`src/rtl/ir_prefetch_queue.sv`:
```
// Instruction register fed by a small prefetch FIFO. The IR loads from the oldest queued word,
// or straight from in_data when the queue is empty. Flush drops the queue and the IR.
module ir_prefetch_queue #(
  parameter int W     = 32,
  parameter int DEPTH = 4,
  parameter int CW    = $clog2(DEPTH) + 1
) (
  input  logic          clk,
  input  logic          rst,
  input  logic [W-1:0]  in_data,
  input  logic          in_valid,
  output logic          in_ready,
  input  logic          ir_load,
  input  logic          flush,
  output logic [W-1:0]  ir,
  output logic          ir_valid,
  output logic [5:0]    opcode,
  output logic [4:0]    rs,
  output logic [4:0]    rt,
  output logic [4:0]    rd,
  output logic [4:0]    shamt,
  output logic [5:0]    funct,
  output logic [15:0]   imm,
  output logic [CW-1:0] count,
  output logic          empty,
  output logic          full
);

  localparam int AW = (DEPTH > 1) ? $clog2(DEPTH) : 1;

  logic [W-1:0]  mem [DEPTH];
  logic [AW-1:0] wptr;
  logic [AW-1:0] rptr;
  logic          push;
  logic          pop;
  logic          bypass;

  assign empty    = (count == '0);
  assign full     = (count == CW'(DEPTH));
  assign in_ready = !full;

  // A bypassed word goes straight to the IR and must not also be queued.
  assign bypass = ir_load && empty && in_valid;
  assign push   = in_valid && in_ready && !flush && !bypass;
  assign pop    = ir_load && !empty && !flush;

  always_ff @(posedge clk) begin
    if (push) mem[wptr] <= in_data;
  end

  always_ff @(posedge clk or posedge rst) begin
    if (rst) begin
      wptr  <= '0;
      rptr  <= '0;
      count <= '0;
    end else if (flush) begin
      rptr  <= wptr;
      count <= '0;
    end else begin
      if (push) wptr <= wptr + AW'(1);
      if (pop)  rptr <= rptr + AW'(1);
      if (push && !pop)      count <= count + CW'(1);
      else if (pop && !push) count <= count - CW'(1);
    end
  end

  always_ff @(posedge clk or posedge rst) begin
    if (rst) begin
      ir       <= '0;
      ir_valid <= 1'b0;
    end else if (flush) begin
      ir       <= '0;
      ir_valid <= 1'b0;
    end else if (ir_load) begin
      if (!empty) begin
        ir       <= mem[rptr];
        ir_valid <= 1'b1;
      end else if (in_valid) begin
        ir       <= in_data;
        ir_valid <= 1'b1;
      end else begin
        ir_valid <= 1'b0;
      end
    end
  end

  assign opcode = ir[31:26];
  assign rs     = ir[25:21];
  assign rt     = ir[20:16];
  assign rd     = ir[15:11];
  assign shamt  = ir[10:6];
  assign funct  = ir[5:0];
  assign imm    = ir[15:0];

endmodule

```
`config.mk`:
```
export PLATFORM = sky130hd
export DESIGN_NAME = ir_prefetch_queue
export DESIGN_NICKNAME = d
export VERILOG_FILES = /design/src/rtl/ir_prefetch_queue.sv
export SDC_FILE = /design/constraint.sdc
export NUM_CORES = 1
export LEC_CHECK = 0
export ABC_AREA = 1
export BUFFER_PORTS_ARGS = -buffer_cell sky130_fd_sc_hd__buf_2
export CORE_MARGIN = 1.5
export CORE_UTILIZATION = 45
export DETAILED_ROUTE_END_ITERATION = 8
export GPL_TIMING_DRIVEN = 0
export PLACE_DENSITY = 0.66
export RECOVER_POWER = 100
export SYNTH_ARGS = -nofsm -noshare
export SYNTH_HDL_FRONTEND = slang
export SYNTH_SLANG_ARGS = --single-unit
```
`constraint.sdc`:
```
create_clock -name clk -period 7.53 [get_ports clk]
set_input_delay 1.506 -clock clk [delete_from_list [all_inputs] [get_ports clk]]
set_output_delay 1.506 -clock clk [all_outputs]
set_load 0.05 [all_outputs]
```
==> results of run 1 <==
## worst min-delay path: stages, from the launching register on
cell     delay, ns
dfrtp_1       0.36
nand2_1       0.06
nand2_1       0.05
## final timing paths
kind	endpoint	slack, ns	cells past startpoint
hold reg to reg	ir[17]	0.51	2
hold / removal	ir[17]	0.51	2
setup / recovery	mem[0][10]	3.24	7
max in group asynchronous	ir[25]	4.66	3
min in group asynchronous	ir[11]	1.25	2
setup reg to reg	mem[0][10]	4.24	6
## registers in the layout, indices dropped and copies added (netlist names)
signal	cells
count	3
rptr	2
ir_valid	1
wptr	2
mem	128
ir	32
## logic make-up (layout without fill, tap and decap cells)
kind of cell	Yosys count	count (layout)
and+or+nand+nor	354	354
DFF	168	168
buffers and inverters	104	264
AOI/OAI and AO/OA	41	41
adders and majority gates	5	5
xor gates and xnor gates	2	2
## per-layer routing
layer  global-route usage  up-vias  wire (µm)  part of all wire
met2                0.351      176       8410              0.50
met3               0.0464       23       1130             0.066
met4               0.0730        0        268             0.016
met1                0.270     2454       7160              0.42
li1                     -     2509          -                 -
met5                    0        -          0                 0
## layout make-up
cell class,count,area share
repair buffers,128,0.0563
clock inverters,13,0.0150
plain buffers,82,0.0622
well taps,216,0.0314
multi-input cells,402,0.212
flip-flops and latches,168,0.563
clock buffers,19,0.0503
inverters,22,0.00960
## layout by cell type, fill, tap and decap left out, types with 3 or more instances in the layout
cell type | netlist | layout
o211ai_1 | 33 | 33
buf_4 | 52 | 52
nand2_1 | 264 | 267
edfxtp_1 | 128 | 128
clkinv_2 | 0 | 3
nor2_1 | 12 | 12
nand3_1 | 68 | 69
dfrtp_1 | 40 | 40
clkinvlp_4 | 0 | 5
inv_1 | 16 | 20
clkbuf_1 | 4 | 134
buf_2 | 20 | 23
o21ai_0 | 6 | 7
clkbuf_16 | 0 | 17
ha_1 | 4 | 4
## power by group through the flow
| stage | Sequential [mW] | Combinational (mW) | Clock (mW) |
|---|---|---|---|
| 2_1_floorplan | 1.52 | 1.21 | 0 |
| 3_3_place_gp | 1.26 | 1.91 | 0 |
| 3_5_place_dp | 1.26 | 1.96 | 0 |
| 4_1_cts | 1.24 | 1.97 | 0.843 |
| 5_1_grt | 1.27 | 2.02 | 0.880 |
| 6_report | 1.25 | 1.87 | 0.834 |
## stage by stage
| step | setup slack (ns) | power (mW) |
|---|---|---|
| final | 3.24 | 3.95 |
| after floorplan | 3.93 | 2.73 |
| after CTS | 4.41 | 4.06 |
| after global routing | 2.89 | 4.17 |
| after detailed placement | 4.42 | 3.22 |
| after global placement | 2.56 | 3.17 |
==> summary.md, run 1 <==
| Metric | Value |
|---|---|
| Delay of the slowest cell on the worst path | `1.08 ns` |
| Drt pass-1 iters | `7` |
| Power per standard cell area | `459 mW/mm²` |
| Status | `finished with violations` |
| CP arrival | `4.33 ns` |
| Final core utilization | `0.542` |
| Min Tclk post-route | `4.29 ns` |
| Leakage Power | `3.58 nW` |
| Syn Area/Cell | `10.9 µm²` |
| Hold Crit Class | `flop to flop` |
| Design area | `0.00860 mm²` |
| Yosys warnings | `0` |
| CP Cell Sequence | `clkbuf_1 > inv_1 > nand2_1 > inv_1 > nand2_1 > nor2_1 > clkbuf_1` |
| Initial antenna violation count | `0` |
| Startpoint Class | `primary input` |
| Internal | `2.10 mW` |
| GRT Residual Overflow | `0` |
| Asr flop ratio synth | `0.238` |
| Buf/Inv on CP | `4` |
| Sw Ratio | `0.468` |
| Final std cells w/o fill | `1050` |
| Worst R2R Start | `count[2]` |
| Setup TNS | `0 ns` |
| CTS HTree Levels | `4` |
| VDD IR max | `0.000224 V` |
| Max Cap Violations | `1` |
| Finish-stage setup viols | `0` |
| Post-synthesis compound-gate area fraction | `0.0393` |
| Logic pwr share | `0.473` |
| Cell family with most CP delay | `buffers and inverters` |
| Die Area | `0.0171 mm²` |
| Hold_sp | `ir[17]` |
| Clock sink count | `168` |
| Gr usage total | `0.209` |
| CP max FO | `19` |
| Vias | `5162` |
| Post-synthesis sequential area ratio | `0.661` |
| Post-DP Area | `0.00837 mm²` |
| Post-Place Cells | `1018` |
| Register bit count reported by yosys | `168` |
| Hold_ws | `0.507 ns` |
| Post-DR wirelength/cell | `16.2 µm` |
| GP Congestion | `0.761` |
| Synth top area cells | `edfxtp_1, dfrtp_1, nand2_1` |
| CTS tree | `built` |
| Adder-cell share of the synthesized area | `0.00956` |
| Maximum clock frequency | `233 MHz` |
| Fin crit share | `0.569` |
| Endpoints failing hold | `0` |
| Proportion of synthesized area in mux cells | `0` |
| Distinct cells, synth | `23` |
| Clock root cell | `clkbuf_16` |
| FILL cells | `1468` |
| Top-count cell post-synth | `nand2_1` |
| Part of the power in registers | `0.316` |
| First-pass GRT wire length | `26.3 mm` |
| Routed WL | `17.0 mm` |
| Die Ht | `131 µm` |
| Share of cells above drive strength 1 | `0.134` |
| CP max stage cell | `nor2_1` |
| Clock-pin slew on the worst setup and hold paths | `0.06 ns` |
| Vias in the first global route | `4974` |
| Vias/cell | `4.92` |
| Post-DP HPWL | `11.0 mm` |
| Ports | `124` |
| PostCTS Resize Cnt | `0` |
| EDFF count, synth | `128` |
| Synthesized netlist cell count | `674` |
| Clock skew | `0.00807 ns` |
| FP Rows | `46` |
| Area leader, netlist | `edfxtp_1` |
| Die width | `131 µm` |
| Worst-Skew Late Latency | `0.43 ns` |
| Post-synth top cells | `nand2_1, edfxtp_1, nand3_1` |
| Multi-input gate area | `0.00183 mm²` |
| DRC | `0` |
| Synth Area in Simple Gates | `0.200` |
| Sw power | `1.85 mW` |
| Max transition margin | `-0.176` |
| Share of the synthesized area in the top cell type | `0.525` |
| Syn_nets | `716` |
| CORE AREA | `0.0159 mm²` |
| Mapped Area | `0.00733 mm²` |
| Worst slew pin tran | `1.76 ns` |
| Final net count | `863` |
| Final antenna diode count | `0` |
| Largest net degree at the start of global routing | `28` |
| Max Buffers Root-to-Sink | `2` |
| Hold buffers post-CTS | `0` |
| Post-DRT Antenna Nets | `0` |
| Post-synth top flop | `edfxtp_1` |
| Clock network fraction of total power | `0.211` |
| Port bufs | `123` |
| Iter 0 DRT Violations | `449` |
| Syn-to-layout area delta | `17.4%` |
| WS Path Type | `primary input to flop` |
| Register area | `0.00484 mm²` |
| Max-slew violation count | `28` |
| Violated checks | `capacitance limit, slew limit` |
| Required time worst endpoint | `7.57 ns` |
| CTS buffer count | `17` |
| Initial Util | `0.461` |
| Area share of xor/xnor cells in the synthesized design | `0.00239` |
| Worst Setup End Kind | `flop` |
| RSZ-0062 raised after global routing | `no` |
| Crit. Startpoint | `flush` |
| Postcts setup bufs | `0` |
| Largest family of logic cells by synthesized area | `simple AND/OR/NAND/NOR gates` |
Power figures use the tool's default switching activity.
==> inputs of run 2 (changes only) <==
==> constraint.sdc (replaced) <==
create_clock -name clk -period 4 [get_ports clk]
set_input_delay 0.8 -clock clk [delete_from_list [all_inputs] [get_ports clk]]
set_output_delay 0.8 -clock clk [all_outputs]
set_load 0.05 [all_outputs]
==> run 2 against run 1 <==
Compared with the run above:
- the flow still finishes with violations (capacitance limit, slew limit)
- via count is 0.50% higher
- critical path depth is the same
- first-iteration DRC count up 14%
- combinational power rose by 89%
- global-route usage did not move
- worst setup slack got worse by 2.1 ns
- highest routed layer unchanged
- total power rose by 89%
- non-clock buffer count is the same
- sequential power increased by 87%
- die area unchanged
- clock power is 88% higher
- design area grew 0.89%
==> summary.md, run 2 (same netlist as run 1, synthesis figures left out) <==
| Metric | Value |
|---|---|
| Hold buffers post-CTS | `0 (unchanged)` |
| Vias/cell | `4.94 (+0.50%)` |
| Ports | `124 (unchanged)` |
| Delay of the slowest cell on the worst path | `1.23 ns (+0.15 ns)` |
| FP Rows | `46 (unchanged)` |
| Clock root cell | `clkbuf_16` |
| Post-DP Area | `0.00837 mm² (unchanged)` |
| Sw power | `3.48 mW (+88%)` |
| Largest regs | `mem: 128 flops, ir: 32 flops, count: 3 flops` |
| Clock sink count | `168 (unchanged)` |
| Required time worst endpoint | `4.13 ns (-3.44 ns)` |
| CP Cell Sequence | `clkbuf_1 > inv_1 > nand2_1 > inv_1 > nand2_1 > nor2_1 > buf_16` |
| Max-slew violation count | `28 (unchanged)` |
| Finish-stage setup viols | `0 (unchanged)` |
| CTS buffer count | `17 (unchanged)` |
| Hold Crit Class | `flop to flop` |
| Design area | `0.00868 mm² (+0.89%)` |
| Final core utilization | `0.546 (+0.00480)` |
| R2R Setup Slk | `1.40 ns (-2.84 ns)` |
| Part of the power in registers | `0.314 (-0.002)` |
| Sw Ratio | `0.468 (-0.000849)` |
| Postcts setup bufs | `0 (unchanged)` |
| Startpoint Class | `primary input` |
| Worst Setup End Kind | `flop` |
| Crit path depth | `7 (unchanged)` |
| CTS tree | `built` |
| Clock-pin slew on the worst setup and hold paths | `0.06 ns (about the same)` |
| FILL cells | `1461 (-0.48%)` |
| Clock skew | `0.00863 ns (+0.000562 ns)` |
| Port bufs | `123 (unchanged)` |
| Buf/Inv on CP | `4 (unchanged)` |
| Status | `finished with violations` |
| Post-DR wirelength/cell | `16.3 µm (+0.68%)` |
| Die width | `131 µm (unchanged)` |
| Vias in the first global route | `4974 (unchanged)` |
| VDD IR max | `0.000421 V (+88%)` |
| Worst R2R Start | `count[2]` |
| Logic pwr share | `0.475 (+0.002)` |
| Reg2reg end | `mem[0][10]` |
| Gr usage total | `0.209 (unchanged)` |
| Cell family with most CP delay | `simple AND/OR/NAND/NOR gates` |
| Max transition margin | `-0.0694 (+0.106)` |
| Fin crit share | `0.718` |
| CP arrival | `3.00 ns (-1.33 ns)` |
| Routed WL | `17.1 mm (+0.68%)` |
| Max Buffers Root-to-Sink | `2 (unchanged)` |
| CTS HTree Levels | `4 (unchanged)` |
| Drt pass-1 iters | `7 (unchanged)` |
| Iter 0 DRT Violations | `513 (+14%)` |
| Post-DRT Antenna Nets | `0 (unchanged)` |
| Share of cells above drive strength 1 | `0.138 (+0.00360)` |
| CP max stage cell | `nor2_1` |
| Post-DP HPWL | `11.0 mm (unchanged)` |
| Largest net degree at the start of global routing | `28 (unchanged)` |
| RSZ-0062 raised after global routing | `no` |
| PostCTS Resize Cnt | `0 (unchanged)` |
| Leakage Power | `3.61 nW (+0.85%)` |
| Die Ht | `131 µm (unchanged)` |
| Syn-to-layout area delta | `18.5%` |
| Crit. Startpoint | `flush` |
| Setup TNS | `0 ns (unchanged)` |
| Vias | `5188 (+0.50%)` |
| Most common cell after layout, fill and taps aside | `nand2_1` |
| Internal | `3.97 mW (+89%)` |
| Initial antenna violation count | `0 (unchanged)` |
| Power per standard cell area | `858 mW/mm² (+87%)` |
| Violated checks | `capacitance limit, slew limit` |
| Min Tclk post-route | `2.87 ns` |
| Worst slew pin tran | `1.60 ns (-0.165 ns)` |
| Max Cap Violations | `2 (+1)` |
| Worst-Skew Late Latency | `0.43 ns (about the same)` |
| GRT Residual Overflow | `0 (unchanged)` |
| WS Path Type | `primary input to flop` |
| Commonest non-fill, non-tap cells in the layout | `nand2_1, clkbuf_1, edfxtp_1` |
| Register bank with the most flops | `mem` |
| Maximum clock frequency | `348 MHz` |
| Final net count | `863 (unchanged)` |
| Largest register FFs | `128 (unchanged)` |
| R2R depth | `6 (unchanged)` |
| Die Area | `0.0171 mm² (unchanged)` |
| CP max FO | `19 (unchanged)` |
| Final antenna diode count | `0 (unchanged)` |
| DRC | `0 (unchanged)` |
| Endpoints failing hold | `0 (unchanged)` |
| First-pass GRT wire length | `26.3 mm (unchanged)` |
| Initial Util | `0.461 (unchanged)` |
| Setup crit end | `mem[0][10]` |
| Clock network fraction of total power | `0.211 (about the same)` |
| CORE AREA | `0.0159 mm² (unchanged)` |
| GP Congestion | `0.761 (unchanged)` |
[run 2: changes by cell type in the layout (fill, tap and decap cells not counted), sizes merged]
cell	change
buf	+4
clkbuf	-4
[run 2: worst min path at each step]
stage | cells past startpoint | from | slack [ns] | end
after floorplan | 2 | wptr[1] | 0.53 | rptr[1]
after global placement | 2 | ir[30] | 0.48 | ir[30]
after detailed placement | 2 | ir[30] | 0.49 | ir[30]
after CTS | 2 | rst | 0.42 | ir[6]
after global routing | 2 | ir[17] | 0.54 | ir[17]
final | 2 | ir[17] | 0.51 | ir[17]
[run 2: area by class of cell]
cell class                      instances  area, µm²  area share
Timing Repair Buffer                  128        564      0.0650
Sequential cell                       168       4840       0.558
Inverter                               22       82.6     0.00951
Buffer                                 82        552      0.0636
Clock inverter                         13        129      0.0148
Tap cell                              216        270      0.0311
Multi-Input combinational cell        402       1810       0.208
Clock buffer                           19        433      0.0499
[run 2: power groups by stage]
stage	clock network, mW	logic [mW]	registers (mW)
floorplan	0	2.27	2.86
global placement	0	3.60	2.37
detailed placement	0	3.69	2.37
CTS	1.59	3.71	2.34
global route	1.66	3.82	2.38
finish	1.57	3.54	2.34
[run 2: tightest hold or removal path: stages, from the launching register on]
cell and delay (ns):
dfrtp_1 0.36, nand2_1 0.06, nand2_1 0.05
[run 2: metal layers]
metal / vias to the layer above / track usage / part of all wire
li1: 2513 / - / -
met1: 2486 / 0.270 / 0.43
met2: 172 / 0.351 / 0.50
met3: 17 / 0.0464 / 0.058
met4: 0 / 0.0730 / 0.014
met5: - / 0 / 0
[run 2: metrics by stage]
step                instances  hold slack (ns)  worst slack, ns  power, mW
finish                   1050            0.507             1.13       7.45
global route             1050            0.542            0.911       7.86
CTS                      1050            0.421             1.59       7.64
detailed placement       1018            0.492             1.60       6.07
global placement         1013            0.484           -0.265       5.96
floorplan                 674            0.527             1.10       5.13
